===== src/rtl/cpu_defs_pkg.sv =====
// Shared definitions for the hardwired control unit: opcodes, instruction classes,
// sequencer state encoding and instruction field slices.
package cpu_defs;

    localparam int OP_W = 5;
    localparam int IR_W = 32;

    // Field positions inside the instruction register.
    localparam int OP_HI = 31;
    localparam int OP_LO = 27;
    localparam int RA_HI = 26;
    localparam int RA_LO = 23;
    localparam int RB_HI = 22;
    localparam int RB_LO = 19;
    localparam int RC_HI = 18;
    localparam int RC_LO = 15;

    localparam logic [OP_W-1:0] OP_ADD  = 5'b00011;
    localparam logic [OP_W-1:0] OP_SUB  = 5'b00100;
    localparam logic [OP_W-1:0] OP_SHR  = 5'b00101;
    localparam logic [OP_W-1:0] OP_SHRA = 5'b00110;
    localparam logic [OP_W-1:0] OP_SHL  = 5'b00111;
    localparam logic [OP_W-1:0] OP_ROR  = 5'b01000;
    localparam logic [OP_W-1:0] OP_AND  = 5'b01001;
    localparam logic [OP_W-1:0] OP_OR   = 5'b01010;
    localparam logic [OP_W-1:0] OP_ROL  = 5'b01011;
    localparam logic [OP_W-1:0] OP_MUL  = 5'b01111;
    localparam logic [OP_W-1:0] OP_DIV  = 5'b10000;
    localparam logic [OP_W-1:0] OP_NEG  = 5'b10001;
    localparam logic [OP_W-1:0] OP_NOT  = 5'b10010;
    localparam logic [OP_W-1:0] OP_NOP  = 5'b11010;
    localparam logic [OP_W-1:0] OP_HALT = 5'b11011;

    typedef enum logic [2:0] {
        CLS_BIN,
        CLS_MULDIV,
        CLS_UNARY,
        CLS_NOP,
        CLS_HALT
    } op_class_t;

    typedef enum logic [3:0] {
        S_RST,
        S_T0,
        S_T1,
        S_T2,
        S_T3,
        S_T4,
        S_T5,
        S_T6,
        S_HALT
    } state_t;

    function automatic logic [OP_W-1:0] op_field(input logic [IR_W-1:0] ir);
        return ir[OP_HI:OP_LO];
    endfunction

    function automatic logic [3:0] ra_field(input logic [IR_W-1:0] ir);
        return ir[RA_HI:RA_LO];
    endfunction

    function automatic logic [3:0] rb_field(input logic [IR_W-1:0] ir);
        return ir[RB_HI:RB_LO];
    endfunction

    function automatic logic [3:0] rc_field(input logic [IR_W-1:0] ir);
        return ir[RC_HI:RC_LO];
    endfunction

endpackage


===== src/rtl/opcode_class.sv =====
// Combinational opcode-to-class map; unlisted opcodes fall through to NOP.
module opcode_class
    import cpu_defs::*;
(
    input  logic [OP_W-1:0] op,
    output op_class_t       cls
);

    always_comb begin
        case (op)
            OP_ADD, OP_SUB, OP_SHR, OP_SHRA, OP_SHL,
            OP_ROR, OP_AND, OP_OR, OP_ROL:       cls = CLS_BIN;
            OP_MUL, OP_DIV:                      cls = CLS_MULDIV;
            OP_NEG, OP_NOT:                      cls = CLS_UNARY;
            OP_HALT:                             cls = CLS_HALT;
            default:                             cls = CLS_NOP;
        endcase
    end

endmodule


===== src/rtl/control_sequencer.sv =====
// Hardwired Moore control unit: fetch (T0-T2) then class-specific execute (T3-T6),
// driving every Datapath strobe from the state register and the IR opcode.
module control_sequencer
    import cpu_defs::*;
#(
    parameter int OPW = OP_W,
    parameter int IRW = IR_W
) (
    input  logic           Clock,
    input  logic           Clear,
    input  logic [IRW-1:0] IR,
    input  logic           Mem_Ready,
    input  logic           Stop,
    output logic           PC_Out,
    output logic           MDR_Out,
    output logic           ZLO_Out,
    output logic           ZHI_Out,
    output logic           PC_In,
    output logic           MDR_In,
    output logic           MAR_In,
    output logic           IR_In,
    output logic           Y_In,
    output logic           Z_In,
    output logic           HI_In,
    output logic           LO_In,
    output logic           IncPC,
    output logic           Read,
    output logic           Gra,
    output logic           Grb,
    output logic           Grc,
    output logic           R_In,
    output logic           R_Out,
    output logic [OPW-1:0] CONTROL,
    output logic           Run
);

    state_t          state, next_state;
    op_class_t       cls;
    logic [OPW-1:0]  op;
    logic            stop_pend;
    logic            ir_unused;

    // Register fields are consumed by the Datapath's select-encode logic, not here.
    assign op        = op_field(IR);
    assign ir_unused = ^IR[OP_LO-1:0];

    opcode_class u_opcode_class (
        .op  (op),
        .cls (cls)
    );

    // NOTE: sequential state uses non-blocking assignments and resets asynchronously,
    // so Clear drops every strobe without waiting for a clock edge.
    always_ff @(posedge Clock or posedge Clear) begin
        if (Clear) begin
            state     <= S_RST;
            stop_pend <= 1'b0;
        end else begin
            state <= next_state;
            if (Run && Stop)
                stop_pend <= 1'b1;
        end
    end

    // NOTE: every output and next_state gets a default first so no path infers a latch.
    always_comb begin
        next_state = state;
        PC_Out  = 1'b0;  MDR_Out = 1'b0;  ZLO_Out = 1'b0;  ZHI_Out = 1'b0;
        PC_In   = 1'b0;  MDR_In  = 1'b0;  MAR_In  = 1'b0;  IR_In   = 1'b0;
        Y_In    = 1'b0;  Z_In    = 1'b0;  HI_In   = 1'b0;  LO_In   = 1'b0;
        IncPC   = 1'b0;  Read    = 1'b0;
        Gra     = 1'b0;  Grb     = 1'b0;  Grc     = 1'b0;
        R_In    = 1'b0;  R_Out   = 1'b0;
        CONTROL = '0;
        Run     = 1'b0;

        unique case (state)
            S_RST: next_state = S_T0;
            S_T0: begin
                Run = 1'b1;
                PC_Out = 1'b1;  MAR_In = 1'b1;  IncPC = 1'b1;  Z_In = 1'b1;
                next_state = S_T1;
            end
            S_T1: begin
                // Strobes hold through memory wait states; reloading PC from ZLO is harmless.
                Run = 1'b1;
                ZLO_Out = 1'b1;  PC_In = 1'b1;  Read = 1'b1;  MDR_In = 1'b1;
                if (Mem_Ready)
                    next_state = S_T2;
            end
            S_T2: begin
                Run = 1'b1;
                MDR_Out = 1'b1;  IR_In = 1'b1;
                next_state = S_T3;
            end
            S_T3: begin
                Run = 1'b1;
                next_state = S_T4;
                unique case (cls)
                    CLS_BIN:    begin Grb = 1'b1; R_Out = 1'b1; Y_In = 1'b1; end
                    CLS_MULDIV: begin Gra = 1'b1; R_Out = 1'b1; Y_In = 1'b1; end
                    CLS_UNARY:  begin Grb = 1'b1; R_Out = 1'b1; Z_In = 1'b1; CONTROL = op; end
                    CLS_HALT:   next_state = S_HALT;
                    default:    next_state = (stop_pend || Stop) ? S_HALT : S_T0;
                endcase
            end
            S_T4: begin
                Run = 1'b1;
                next_state = S_T5;
                unique case (cls)
                    CLS_BIN:    begin Grc = 1'b1; R_Out = 1'b1; Z_In = 1'b1; CONTROL = op; end
                    CLS_MULDIV: begin Grb = 1'b1; R_Out = 1'b1; Z_In = 1'b1; CONTROL = op; end
                    CLS_UNARY: begin
                        ZLO_Out = 1'b1;  Gra = 1'b1;  R_In = 1'b1;
                        next_state = (stop_pend || Stop) ? S_HALT : S_T0;
                    end
                    default:    next_state = S_HALT;
                endcase
            end
            S_T5: begin
                Run = 1'b1;
                unique case (cls)
                    CLS_BIN: begin
                        ZLO_Out = 1'b1;  Gra = 1'b1;  R_In = 1'b1;
                        next_state = (stop_pend || Stop) ? S_HALT : S_T0;
                    end
                    CLS_MULDIV: begin
                        ZLO_Out = 1'b1;  LO_In = 1'b1;
                        next_state = S_T6;
                    end
                    default: next_state = S_HALT;
                endcase
            end
            S_T6: begin
                Run = 1'b1;
                ZHI_Out = 1'b1;  HI_In = 1'b1;
                next_state = (stop_pend || Stop) ? S_HALT : S_T0;
            end
            S_HALT:  next_state = S_HALT;
            default: next_state = S_RST;
        endcase
    end

endmodule


===== config.mk =====
export PLATFORM = sky130hd
export DESIGN_NAME = control_sequencer
export DESIGN_NICKNAME = d
export VERILOG_FILES = /design/src/rtl/cpu_defs_pkg.sv /design/src/rtl/opcode_class.sv /design/src/rtl/control_sequencer.sv
export SDC_FILE = /design/constraint.sdc
export NUM_CORES = 1
export LEC_CHECK = 0
export BUFFER_PORTS_ARGS = -buffer_cell sky130_fd_sc_hd__clkbuf_2
export CAP_MARGIN = 0
export CORE_UTILIZATION = 34
export DETAILED_ROUTE_END_ITERATION = 12
export PLACE_DENSITY = 0.72
export SETUP_SLACK_MARGIN = 0.02
export SLEW_MARGIN = 10
export SYNTH_ARGS = -nofsm -noshare
export SYNTH_HDL_FRONTEND = slang
export SYNTH_SLANG_ARGS = --single-unit

===== constraint.sdc =====
create_clock -name Clock -period 2.55 [get_ports Clock]
set_input_delay 0.6375 -clock Clock [delete_from_list [all_inputs] [get_ports Clock]]
set_output_delay 0.6375 -clock Clock [all_outputs]
set_load 0.005 [all_outputs]

==> results.md <==
* Clock buffer depth at 2
* Crit-path cells: clkbuf_16 -> inv_12 -> ha_4 -> and3b_1 -> or3_4 -> o21ai_4 -> o31a_4 -> or2b_1 -> clkbuf_2
* CP startpoint kind: input pin
* Core area at 1982 sq um
* CTS tree: done
* Post-synthesis instance total at 100
* Hold Path Class: input pin to asynchronous set/reset pin
* Clk_lat worst skew at 250 ps
* Drt pass-1 iters at 6
* Syn Nets at 139
* Post-synth EDFFs at 0
* Worst-path fanout max at 5
* Wirelength, routed at 2562 um
* Placer's final routability congestion estimate at 0.9142
* Clock root cell: clkbuf_4
* Min Tclk post-route at 2849 ps
* Synth top area cells: dfrtp_1, buf_4, nor2_1, ha_1, nor3_1
* Critical R2R Launch: state[2]
* MaxCap Viol Count at 0
* CTS Sinks at 5
* H-tree depth at 1
* Grt total ovfl at 0
* Worst Tran Pin Value at 489.2 ps
* Die height at 48.36 um
* Total GRT Usage at 22.33%
* Synth Register Bits at 5
* I/O Buffers at 33
* Count leader, synth: nor2_1
* Post-synthesis sequential area ratio at 17.12%
* Final antenna-violating net count at 0
* Largest net degree at the start of global routing at 12
* WP buf/inv at 3
* Die ar. at 2339 sq um
* Reg2reg end: state[2]
* NumNets Final at 203
* Initial antenna violation count at 0
* Setup violations, final at 15
* Post-Syn Area at 730.7 sq um
* Layout cell share with drive strength beyond 1 at 58.28%
* CP delay by family, top: simple AND/OR/NAND/NOR gates
* # DRC at 0
* Vias in the first global route at 939
* RSZ-0062 raised after global routing: yes
* Hold_ws at 270.2 ps
* Crit. End Element: output pin
* R2R Setup Slk at 700 ps
* Critical path depth at 9
* Pleak at 0.7057 nW
* Area grow syn2layout at 82.19%
* Total power per unit cell area at 576.4 nW/um^2
* Worst VDD drop at 0.0003196 V
* Boundary Pins at 61
* DPL Wire Length at 1730 um
* Top-area cell type share of the netlist area at 17.12%
* First DRT Iteration DRCs at 18
* Ant. Diodes at 0
* Period Utilization, post-route at 111.7%
* Syn. warnings at 0
* Total number of vias at 988
* Violated checks: setup timing
* Status: finished with violations
* Final Util at 67.17%
* Worst rel slew slack at 67.13%
* Max-slew violations at 0
* WP data required at 1910 ps
* Post-synth top flop: dfrtp_1
* CP max-delay cell: or3_4
* Worst reg-to-reg path cell count at 7
* Vias per cell at 5.200
* Commonest cells post-synth: nor2_1, buf_4, inv_1, nand2_1, nor3_1
* Delay of the slowest critical-path stage at 330 ps
* Fin cells at 190
* Top cell type by total area after synthesis: dfrtp_1
* Die X at 48.36 um
* Data arrival, critical path at 2210 ps
* Number of clock buffers inserted by TritonCTS at 3
* Site Rows at 16
* Async S/R FF share, synth at 100.0%
* Final worst slack at -299.3 ps
* Fmax at 351.0 MHz
* Final hold violation count at 0
* Clock skew at 4.925 ps
* Worst-path clk slew at 50 ps
* Yosys cell types at 44
* WL/cell at 13.48 um
* First-pass GRT wire length at 3988 um
* Starting Density at 36.87%
* Dpl cells at 171
* Setup CP Type: input pin to output pin
* Syn avg cell area at 7.307 sq um
-- area by class of cell --
| cell class | count | area [sq um] |
|---|---|---|
| clock buffer | 4 | 26.28 |
| fill | 153 | 650.6 |
| inverter | 6 | 37.54 |
| multi-input combinational | 79 | 625.6 |
| sequential | 5 | 125.1 |
| tap | 27 | 33.78 |
| timing repair buffer | 69 | 483.0 |
-- cell usage in the layout, fill, tap and decap left out, types with 2 or more instances in the layout --
| cell | synthesis | layout |
|---|---|---|
| o21ai_0 | 4 | 4 |
| clkbuf_2 | 0 | 26 |
| nand2_1 | 6 | 5 |
| a21oi_1 | 3 | 2 |
| inv_1 | 6 | 3 |
| nor2_2 | 0 | 3 |
| nor3_1 | 6 | 5 |
| nor2_1 | 12 | 9 |
| nand2b_1 | 4 | 4 |
| and3b_1 | 2 | 2 |
| nand3_1 | 2 | 2 |
| ha_4 | 0 | 3 |
| buf_6 | 1 | 4 |
| nor2b_1 | 4 | 4 |
| buf_4 | 6 | 33 |
| nand2b_4 | 0 | 2 |
| buf_2 | 0 | 4 |
| a31oi_1 | 2 | 2 |
| dfrtp_1 | 5 | 5 |
| clkbuf_4 | 0 | 3 |
-- power by group --
part	leakage (nW)	switching [mW]	total, mW	internal, mW
registers	0.0601	0.0344	0.139	0.105
logic	0.631	0.271	0.533	0.263
clock network	0.0150	0.0353	0.0946	0.0593
total	0.706	0.340	0.767	0.427
-- what timing repair did --
action / 4_1_cts / 5_1_grt
pin swaps: 10 / 6
hold buffers: 0 / 0
resized for setup: 23 / 14
buffers inserted: 11 / 5
endpoints found under the hold margin: 0 / 0
setup endpoints to repair: 14 / 14
-- logic make-up after synthesis --
kind of cell             Yosys count  share of synthesized area (%)
AND/OR/NAND/NOR                   52                          40.58
AO/OA/AOI/OAI                     22                          22.26
buffers and inverters             16                          12.33
flip-flops                         5                          17.12
adder cells (fa/ha/maj)            3                          5.138
XOR/XNOR                           1                          1.199
multiplexers                       1                          1.370
-- metrics by stage --
stage | setup WS [ps] | power (mW) | instance area (sq um) | TNS, ps
finish | -299.3 | 0.7673 | 1331 | -2884
global route | -349.1 | 0.8268 | 1331 | -3939
detailed placement | -482.5 | 0.6036 | 1047 | -5224
CTS | -266.5 | 0.7386 | 1261 | -2477
floorplan | -98.91 | 0.4454 | 758.2 | -289.9
global placement | -465.3 | 0.5852 | 1047 | -4757
-- state kept, by name (all words and copies together), names as in the netlist --
name,cells
stop_pend,1
state,4
-- layer usage --
layer / part of all wire, % / track usage [%] / wire length (um) / up-vias
li1: - / - / - / 480
met1: 35 / 19.08 / 897 / 460
met2: 57 / 45.77 / 1461 / 38
met3: 3.5 / 4.088 / 90 / 10
met4: 4.4 / 14.71 / 113 / 0
met5: 0 / 0 / 0 / -
-- worst reg2reg max path: stages (launching register included) --
cell and delay [ps]:
dfrtp_1 410, buf_4 180, nand2_1 70, nor2_1 100, and3_4 200, buf_4 130, buf_4 130, or4b_1 500
-- how the worst max path moves through the flow --
stage / startpoint / endpoint / slack (ps)
after floorplan: IR[28] / Z_In / -100
after global placement: IR[28] / Gra / -470
after detailed placement: IR[28] / Gra / -480
after CTS: IR[27] / Z_In / -270
after global routing: IR[28] / R_In / -350
final: IR[28] / Z_In / -300
Note: power is estimated with default switching activity, not from simulation.
